$ cat config.mk
export PLATFORM = sky130hd
export DESIGN_NAME = mul_share_ctrl
export DESIGN_NICKNAME = d
export VERILOG_FILES = /design/src/rtl/mul_share_ctrl.sv
export SDC_FILE = /design/constraint.sdc
export NUM_CORES = 1
export LEC_CHECK = 0
export BUFFER_PORTS_ARGS = -buffer_cell sky130_fd_sc_hd__buf_2
export CAP_MARGIN = 20
export CORE_MARGIN = 4
export CORE_UTILIZATION = 43
export DETAILED_ROUTE_END_ITERATION = 12
export PLACE_DENSITY = 0.77
export SYNTH_ARGS = -nofsm -noshare
export SYNTH_HDL_FRONTEND = slang
export SYNTH_SLANG_ARGS = --single-unit
$ cat constraint.sdc
create_clock -name clk -period 1.95 [get_ports clk]
set_input_delay 0.39 -clock clk [delete_from_list [all_inputs] [get_ports clk]]
set_output_delay 0.39 -clock clk [all_outputs]
set_load 0.02 [all_outputs]
$ cat src/rtl/mul_share_ctrl.sv
// Arbitrated controller that lets two requesters share one repeated-addition multiplier
// datapath. The datapath does the arithmetic; this block sequences it and captures the product.
module mul_share_ctrl #(
  parameter int unsigned W = 16
) (
  input  logic           clk,
  input  logic           rst,
  input  logic [1:0]     req,
  input  logic [W-1:0]   a0,
  input  logic [W-1:0]   b0,
  input  logic [W-1:0]   a1,
  input  logic [W-1:0]   b1,
  input  logic           zf,
  input  logic [2*W-1:0] p_in,
  output logic [W-1:0]   bus,
  output logic           lda,
  output logic           ldb,
  output logic           ldp,
  output logic           clrp,
  output logic           decb,
  output logic [1:0]     gnt,
  output logic [1:0]     done,
  output logic [2*W-1:0] result,
  output logic           busy
);

  typedef enum logic [2:0] {StIdle, StLda, StLdb, StAcc, StDone} state_e;

  state_e         state_q, state_d;
  logic           rr_q, rr_d;
  logic [1:0]     gnt_q, gnt_d;
  logic [W-1:0]   a_q, a_d;
  logic [W-1:0]   b_q, b_d;
  logic [2*W-1:0] result_q, result_d;
  logic           win;

  always_comb begin
    state_d  = state_q;
    rr_d     = rr_q;
    gnt_d    = gnt_q;
    a_d      = a_q;
    b_d      = b_q;
    result_d = result_q;
    win      = 1'b0;
    bus      = '0;
    lda      = 1'b0;
    ldb      = 1'b0;
    ldp      = 1'b0;
    clrp     = 1'b0;
    decb     = 1'b0;
    done     = 2'b00;

    unique case (state_q)
      StIdle: begin
        if (req != 2'b00) begin
          // Round-robin pointer only matters on a tie.
          win     = (req == 2'b11) ? rr_q : req[1];
          gnt_d   = win ? 2'b10 : 2'b01;
          a_d     = win ? a1 : a0;
          b_d     = win ? b1 : b0;
          state_d = StLda;
        end
      end
      StLda: begin
        lda     = 1'b1;
        bus     = a_q;
        state_d = StLdb;
      end
      StLdb: begin
        ldb     = 1'b1;
        clrp    = 1'b1;
        bus     = b_q;
        state_d = StAcc;
      end
      StAcc: begin
        if (zf) begin
          result_d = p_in;
          state_d  = StDone;
        end else begin
          ldp  = 1'b1;
          decb = 1'b1;
        end
      end
      StDone: begin
        done    = gnt_q;
        // Point at the requester that was not just served.
        rr_d    = ~gnt_q[1];
        gnt_d   = 2'b00;
        state_d = StIdle;
      end
      default: state_d = StIdle;
    endcase
  end

  always_ff @(posedge clk) begin
    if (rst) begin
      state_q  <= StIdle;
      rr_q     <= 1'b0;
      gnt_q    <= 2'b00;
      a_q      <= '0;
      b_q      <= '0;
      result_q <= '0;
    end else begin
      state_q  <= state_d;
      rr_q     <= rr_d;
      gnt_q    <= gnt_d;
      a_q      <= a_d;
      b_q      <= b_d;
      result_q <= result_d;
    end
  end

  assign gnt    = gnt_q;
  assign result = result_q;
  assign busy   = (state_q != StIdle);

endmodule

==> results.sh, run 1 <==
export IMPL_grt_setup_unrepaired="true"
export IMPL_cts_root_buffer="clkbuf_8"
export IMPL_grt_max_degree=37
export IMPL_ys_seq_elements=70
export IMPL_numCtsBuffers=9
export IMPL_worst_slew_pin_transition_ns=0.365
export IMPL_critPathMaxFanout=6
export IMPL_synth_edf_count=0
export IMPL_firstDrtPassIters=8
export IMPL_crit_path_start_kind="register"
export IMPL_top_usage_layer="met2"
export IMPL_syn2layout_area_growth_pct=39.8
export IMPL_hold_worst_slack_ns=0.267
export IMPL_die_area_sq_um=8580
export IMPL_cts_tree="done"
export IMPL_drv_slew=0
export IMPL_num_vias=3121
export IMPL_powerDensity_nw_per_um2=875
export IMPL_slowest_delay_ns=0.40
export IMPL_fin_util_pct=62.7
export IMPL_crit_family="flip-flops"
export IMPL_syn_area_per_cell_sq_um=8.19
export IMPL_grtUsageMet2_pct=31.2
export IMPL_crit_type="reg -> out"
export IMPL_grt_pass1_wl_mm=13.5
export IMPL_cap_violations=0
export IMPL_clock_path_buffers=2
export IMPL_antenna_found_initial=0
export IMPL_die_w_um=92.6
export IMPL_grt_overflow=0
export IMPL_core_area_sq_um=6870
export IMPL_skew_ns=0.00903
export IMPL_grt_pass1_vias=2966
export IMPL_ys_seq_area_share_pct=45.5
export IMPL_final_cells=629
export IMPL_cts_sinks=70
export IMPL_die_height_um=92.6
export IMPL_grt_use_met3_pct=8.61
export IMPL_ys_types=29
export IMPL_synthTopCellsByArea="dfxtp_1 (45%), a222oi_1 (10%), inv_1 (7.9%)"
export IMPL_synth_cells=376
export IMPL_place_hpwl_mm=6.02
export IMPL_hold_viol=0
export IMPL_start_util_pct=44.8
export IMPL_cp_end_kind="output port"
export IMPL_hold_class="in -> reg"
export IMPL_syn_area_sq_um=3080
export IMPL_path_buf_inv=3
export IMPL_clock_latency_ns=0.35
export IMPL_path_cells="nor3b_4 -> buf_6 -> buf_6 -> a22o_1 -> buf_6"
export IMPL_detail_route_wl_per_cell_um=14.2
export IMPL_antenna_diode_count=0
export IMPL_ir_drop_mv=0.482
export IMPL_drt_iter0_markers=172
export IMPL_min_period_ns=1.93
export IMPL_run_status="completed"
export IMPL_io_buffers=158
export IMPL_use_met1_pct=23.4
export IMPL_ant_nets=0
export IMPL_grt_use_total_pct=19.6
export IMPL_drive_above_1_share_pct=37.1
export IMPL_io_pins=159
export IMPL_row_count=30
export IMPL_dp_cells=607
export IMPL_drc=0
export IMPL_crit_arrival_ns=1.54
export IMPL_path_common_cell="buf_6"
export IMPL_gp_congestion=0.770
export IMPL_nets=629
export IMPL_htreeDepth=3
export IMPL_max_slew_margin_rel_pct=75.7
export IMPL_cp_required_ns=1.56
export IMPL_postSynth_topFlopCell="dfxtp_1"
export IMPL_synth_common_cells="dfxtp_1 (70), inv_1 (65), nand2_1 (65)"
export IMPL_setup_viol=0
export IMPL_fin_crit_sh_pct=98.8
export IMPL_async_reset_ff_share_pct=0
export IMPL_synth_top_area_share_pct=45.5
export IMPL_fmax_mhz=519
export IMPL_clk_pin_slew_worst_paths_ns=0.08
export IMPL_synth_warning_count=0
export IMPL_routed_wl_mm=8.94
export IMPL_routed_via_density=4.96
export IMPL_crit_slowest_cell="dfxtp_4"
export IMPL_yosysMostFrequentCell="dfxtp_1"
export IMPL_syn_nets=477
export IMPL_yosysTopAreaCell="dfxtp_1"
export IMPL_leakage_nw=2.16
-- tightest hold or removal path: cells and delay by family --
kind / cells / cell delay (ns)
buffers and inverters: 1 / 0.09
and+or+nand+nor: 1 / 0.04
AOI/OAI and AO/OA: 1 / 0.05
-- worst paths after layout --
kind	from	end	slack [ns]	cells past startpoint
worst min register to register	result[27]	result[27]	0.45	2
worst max-delay path	state_q[1]	bus[7]	0.02	5
worst min-delay path	p_in[9]	result[9]	0.27	3
worst max register to register	state_q[0]	a_q[13]	0.24	5
-- power by group --
group          internal, mW  leakage [nW]  switching (mW)
clock                 0.856         0.124           0.560
combinational         0.340          1.46           0.371
sequential             1.56         0.576          0.0833
total                  2.76          2.16            1.01
-- final cells by class --
cell class	count	area, sq um
Fill cell	639	2560
Timing Repair Buffer	173	991
Multi-Input combinational cell	208	1290
Sequential cell	70	1410
Clock buffer	9	124
Tap cell	96	120
Clock inverter	7	121
Inverter	66	248
-- routing by layer --
layer  routed length [um]  up-vias
met4                   84        0
li1                     -     1556
met3                 1100        7
met1                 3600     1409
met2                 4160      149
met5                    0        -
-- flip-flops by register name, indices dropped and copies added (netlist names) --
name     cells
result      32
state_q      3
rr_q         1
a_q         16
b_q         16
gnt          2
-- kinds of logic after synthesis --
kind of cell           after synthesis  share of synthesized area [%]
multiplexers                         1                          0.325
flip-flops                          70                           45.5
AO/OA/AOI/OAI                       86                           21.4
buffers and inverters               98                           13.4
AND/OR/NAND/NOR                    121                           19.3
-- timing repair --
item	CTS	global route
endpoints found under the setup margin	20	18
gates cloned	0	3
hold buffers	0	0
setup buffers	0	3
endpoints found under the hold margin	0	0
resized for setup	7	37
-- cells in the final DEF (no fill, tap or decap), types with 2 or more instances in the layout --
master,n
dfxtp_1,67
and3_1,2
clkinv_4,2
a222oi_1,32
inv_1,65
a21oi_1,32
dfxtp_4,3
nand2_1,65
a22o_1,16
clkbuf_8,9
buf_4,15
buf_6,14
bufinv_16,3
and2_1,3
nor2_1,7
nand2b_1,34
buf_2,143
o21ai_0,3
-- metrics by stage --
stage	instance area, sq um	setup TNS (ns)	setup WS [ns]	power (mW)
global route	4310	-0.205	-0.0466	3.96
global placement	3890	0	0.225	2.29
floorplan	3080	0	0.128	2.07
detailed placement	3890	0	0.208	2.31
finish	4310	0	0.0243	3.77
CTS	4150	0	0.00324	3.74
Power figures use the tool's default switching activity.
==> run 2, diff against run 1 <==
Settings changed: BUFFER_PORTS_ARGS -buffer_cell sky130_fd_sc_hd__buf_2 to -buffer_cell sky130_fd_sc_hd__buf_4.
==> run 2 against run 1 <==
Net effect:
- routed wire length grew 0.55%
- via count grew 1.5%
- first-iteration DRC count grew 16%
- non-clock buffer count fell by 4
- sequential power about the same
- final cell count decreased by 0.64%
- hold slack worse by 0.00062 ns
- clock-buffer cell count is the same
- register-to-register slack worse by 0.02 ns
- die area is the same
==> results.sh, run 2 (synthesis gave the netlist of run 1 again) <==
export IMPL_run_status="completed"
export IMPL_place_hpwl_mm=6.35
export IMPL_routed_wl_mm=8.99
export IMPL_leakage_nw=2.18
export IMPL_crit_slowest_cell="dfxtp_4"
export IMPL_start_util_pct=44.8
export IMPL_cts_sinks=70
export IMPL_path_cells="nand2b_4 -> nor2_4 -> buf_2 -> a22o_1 -> buf_4"
export IMPL_route_met2_wl_mm=4.15
export IMPL_grt_use_total_pct=19.6
export IMPL_cap_violations=0
export IMPL_drv_slew=0
export IMPL_die_height_um=92.6
export IMPL_crit_family="flip-flops"
export IMPL_htreeDepth=3
export IMPL_hold_viol=0
export IMPL_gp_congestion=0.787
export IMPL_nets=625
export IMPL_clk_pin_slew_worst_paths_ns=0.08
export IMPL_setup_ws_ns=0.0478
export IMPL_syn2layout_area_growth_pct=46.5
export IMPL_crit_path_start_kind="register"
export IMPL_fmax_mhz=526
export IMPL_hold_class="in -> reg"
export IMPL_critPathMaxFanout=7
export IMPL_drive_above_1_share_pct=36.7
export IMPL_routed_via_density=5.07
export IMPL_finalSetupTns_ns=0
export IMPL_dp_cells=606
export IMPL_grt_overflow=0
export IMPL_final_cells=625
export IMPL_pwr_share_seq_pct=48.7
export IMPL_largest_reg_flops=32
export IMPL_final_cell_mix="buf_4 (165), dfxtp_1 (67), inv_1 (65), nand2_1 (65), nand2b_1 (34)"
export IMPL_cts_hold_buf=0
export IMPL_grt_setup_unrepaired="true"
export IMPL_ant_nets=0
export IMPL_io_pins=159
export IMPL_io_buffers=158
export IMPL_dr_wl_met3_mm=1.37
export IMPL_drt_iter0_markers=200
export IMPL_grt_pass1_wl_mm=13.6
export IMPL_path_buf_inv=2
export IMPL_clkPwrFrac_pct=29.3
export IMPL_p_sw_uw=989
export IMPL_p_comb_share_pct=22.0
export IMPL_ir_drop_mv=0.567
export IMPL_antenna_found_initial=0
export IMPL_die_w_um=92.6
export IMPL_grt_max_degree=37
export IMPL_numCtsBuffers=9
export IMPL_wl_met1_mm=3.41
export IMPL_fin_util_pct=65.7
export IMPL_detail_route_wl_per_cell_um=14.4
export IMPL_max_slew_margin_rel_pct=75.6
export IMPL_crit_arrival_ns=1.51
export IMPL_powerDensity_nw_per_um2=751
export IMPL_slowest_delay_ns=0.38
export IMPL_fin_crit_sh_pct=97.5
export IMPL_swShare_pct=29.2
export IMPL_firstDrtPassIters=8
export IMPL_crit_type="reg -> out"
export IMPL_min_period_ns=1.90
export IMPL_clock_latency_ns=0.33
export IMPL_p_int_mw=2.40
export IMPL_clock_path_buffers=2
export IMPL_antenna_diode_count=0
export IMPL_place_ws_ns=0.211
export IMPL_cts_tree="done"
export IMPL_row_count=30
export IMPL_core_area_sq_um=6870
export IMPL_dr_max_layer_used="met4"
export IMPL_worst_slew_pin_transition_ns=0.365
export IMPL_skew_ns=0.00776
export IMPL_die_area_sq_um=8580
export IMPL_num_vias=3169
export IMPL_cp_end_kind="output port"
export IMPL_cts_root_buffer="clkbuf_8"
export IMPL_mostFrequentLayoutCell="buf_4"
export IMPL_grt_pass1_vias=2976
export IMPL_drc=0
export IMPL_setup_viol=0
export IMPL_p_total_mw=3.39
export IMPL_cp_required_ns=1.56
-- run 2: timing repair --
item	4_1_cts	5_1_grt
setup buffers	0	1
gates resized for setup	7	9
pin swaps	0	1
setup endpoints to repair	18	18
gates cloned	0	2
-- run 2: final cells by class --
cell class	count	area (sq um)
Sequential cell	70	1410
Multi-Input combinational cell	208	1290
Tap cell	96	120
Timing Repair Buffer	169	1280
Clock buffer	9	124
Clock inverter	7	41.3
Inverter	66	248
Fill cell	573	2350
-- run 2: worst paths after layout --
kind                                 start          to  slack, ns  cells past startpoint
worst max-delay path            state_q[2]      bus[5]       0.05                      5
worst min-delay path                    zf  state_q[1]       0.27                      2
worst max register to register  state_q[0]      a_q[8]       0.22                      5
worst min register to register   result[1]   result[1]       0.45                      2
-- run 2: through the flow --
| step | hold WS, ns | instance area (sq um) |
|---|---|---|
| 4_1_cts | 0.250 | 4460 |
| 6_report | 0.266 | 4510 |
| 3_3_place_gp | 0.442 | 4280 |
| 2_1_floorplan | 0.474 | 3080 |
| 3_5_place_dp | 0.448 | 4280 |
| 5_1_grt | 0.243 | 4510 |
-- run 2: per-layer routing --
layer  track usage [%]  vias up
met5                 0        -
met1              23.0     1435
met4              4.40        0
li1                  -     1548
met2              31.8      180
met3              10.5        6
-- run 2: power groups by stage --
stage	Clock, mW	Sequential (mW)	Combinational (mW)
after floorplan	0	1.67	0.407
after global placement	0	1.67	0.713
after detailed placement	0	1.68	0.721
after CTS	1.03	1.65	0.729
after global routing	1.10	1.67	0.807
final	0.993	1.65	0.746
==> run 3, diff against run 2 <==
Clock period 1.95 ns to 2.39 ns, I/O delays scaled along.
==> run 3 against run 2 <==
Net effect:
- clock skew barely moved
- combinational power fell by 20%
- sequential share of layout area fell by 0.28 points
- final cell count fell by 0.48%
- non-clock buffer count fell by 3
- first-iteration DRC count rose by 17%
- largest power group unchanged
==> results.sh, run 3 (synthesis gave the netlist of run 1 again) <==
export IMPL_p_total_mw=2.99
export IMPL_cp_depth=4
export IMPL_grt_max_degree=37
export IMPL_io_buffers=158
export IMPL_setup_viol=0
export IMPL_row_count=30
export IMPL_cp_end_kind="output port"
export IMPL_place_area_sq_um=4270
export IMPL_powerDensity_nw_per_um2=662
export IMPL_worst_slew_pin_transition_ns=0.447
export IMPL_cts_sinks=70
export IMPL_crit_slowest_cell="dfxtp_1"
export IMPL_fillers=602
export IMPL_path_buf_inv=2
export IMPL_numCtsBuffers=9
export IMPL_grt_pass1_vias=3016
export IMPL_crit_type="reg -> out"
export IMPL_cts_root_buffer="clkbuf_8"
export IMPL_clk_pin_slew_worst_paths_ns=0.07
export IMPL_clock_path_buffers=2
export IMPL_final_cell_area_sq_um=4520
export IMPL_antenna_found_initial=0
export IMPL_io_pins=159
export IMPL_cp_startpoint="state_q[1]"
export IMPL_hold_viol=0
export IMPL_grt_pass1_wl_mm=13.7
export IMPL_cp_required_ns=1.91
export IMPL_ant_nets=0
export IMPL_gp_congestion=0.754
export IMPL_rr_worst_depth=5
export IMPL_path_common_cell="buf_4"
export IMPL_mostFrequentLayoutCell="buf_4"
export IMPL_whs_path_depth=2
export IMPL_critPathMaxFanout=18
export IMPL_ir_drop_mv=0.401
export IMPL_drive_above_1_share_pct=35.2
export IMPL_hold_class="in -> reg"
export IMPL_run_status="completed"
export IMPL_cap_violations=0
export IMPL_grt_setup_unrepaired="false"
export IMPL_drv_slew=0
export IMPL_routed_via_density=5.10
export IMPL_detail_route_wl_per_cell_um=14.4
export IMPL_skew_ns=0.00767
export IMPL_cts_setup_buffers=0
export IMPL_cts_resized_gates=0
export IMPL_crit_path_start_kind="register"
export IMPL_routed_wl_mm=8.93
export IMPL_crit_family="flip-flops"
export IMPL_worstHoldStart="zf"
export IMPL_num_vias=3174
export IMPL_finalSetupTns_ns=0
export IMPL_reg2reg_from="state_q[0]"
export IMPL_place_hpwl_mm=6.27
export IMPL_htreeDepth=3
export IMPL_die_area_sq_um=8580
export IMPL_antenna_diode_count=0
export IMPL_max_slew_margin_rel_pct=70.2
export IMPL_syn2layout_area_growth_pct=46.7
export IMPL_cts_tree="done"
export IMPL_path_cells="nor3b_2 -> buf_4 -> a22o_1 -> buf_4"
export IMPL_slowest_delay_ns=0.52
export IMPL_cts_hold_buf=0
export IMPL_grt_use_total_pct=19.7
export IMPL_start_util_pct=44.8
export IMPL_die_height_um=92.6
export IMPL_fmax_mhz=459
export IMPL_drc=0
export IMPL_die_w_um=92.6
export IMPL_firstDrtPassIters=12
export IMPL_fin_util_pct=65.8
export IMPL_final_cell_mix="buf_4 (165), dfxtp_1 (70), inv_1 (65), nand2_1 (65), nand2b_1 (35)"
export IMPL_min_period_ns=2.18
export IMPL_fin_crit_sh_pct=91.2
export IMPL_largest_reg_flops=32
export IMPL_nets=622
export IMPL_leakage_nw=2.18
export IMPL_clock_latency_ns=0.34
export IMPL_drt_iter0_markers=233
export IMPL_core_area_sq_um=6870
export IMPL_grt_overflow=0
export IMPL_crit_arrival_ns=1.70
## run 3: cell types whose count changed in the layout (fill, tap and decap cells not counted), sizes merged
cell and change:
buf -4, clkinv -4, bufinv +2, clkbuf +1, clkinvlp +1, inv +1
## run 3: layer usage
layer / share of wire, % / GRT usage, %
met2: 46 / 31.8
met3: 13 / 8.37
met1: 40 / 24.2
met5: 0 / 0
met4: 0.95 / 5.49
## run 3: final cells by class
cell class              count  area, sq um  share of cell area [%]
clock buffers               9          124                    2.74
clock inverters             7         97.6                    2.16
inverters                  66          248                    5.48
multi-input cells         208         1260                    28.0
flip-flops and latches     70         1400                    31.0
well taps                  96          120                    2.66
repair buffers            166         1260                    28.0
## run 3: path summary, 6_finish.rpt
| path | end | slack [ns] |
|---|---|---|
| max | bus[5] | 0.21 |
| min | state_q[1] | 0.37 |
| max reg2reg | a_q[14] | 0.63 |
| min reg2reg | result[8] | 0.46 |
## run 3: report_power, final
group,switching (mW),leakage (nW),internal [mW]
clock network,0.464,0.106,0.591
registers,0.0649,0.574,1.27
logic,0.289,1.50,0.309
total,0.818,2.18,2.17
## run 3: stage by stage
step	worst slack (ns)	cells	hold slack, ns
global route	0.0921	622	0.358
CTS	0.187	621	0.360
floorplan	0.305	376	0.474
detailed placement	0.271	605	0.447
global placement	0.345	605	0.442
finish	0.209	622	0.367
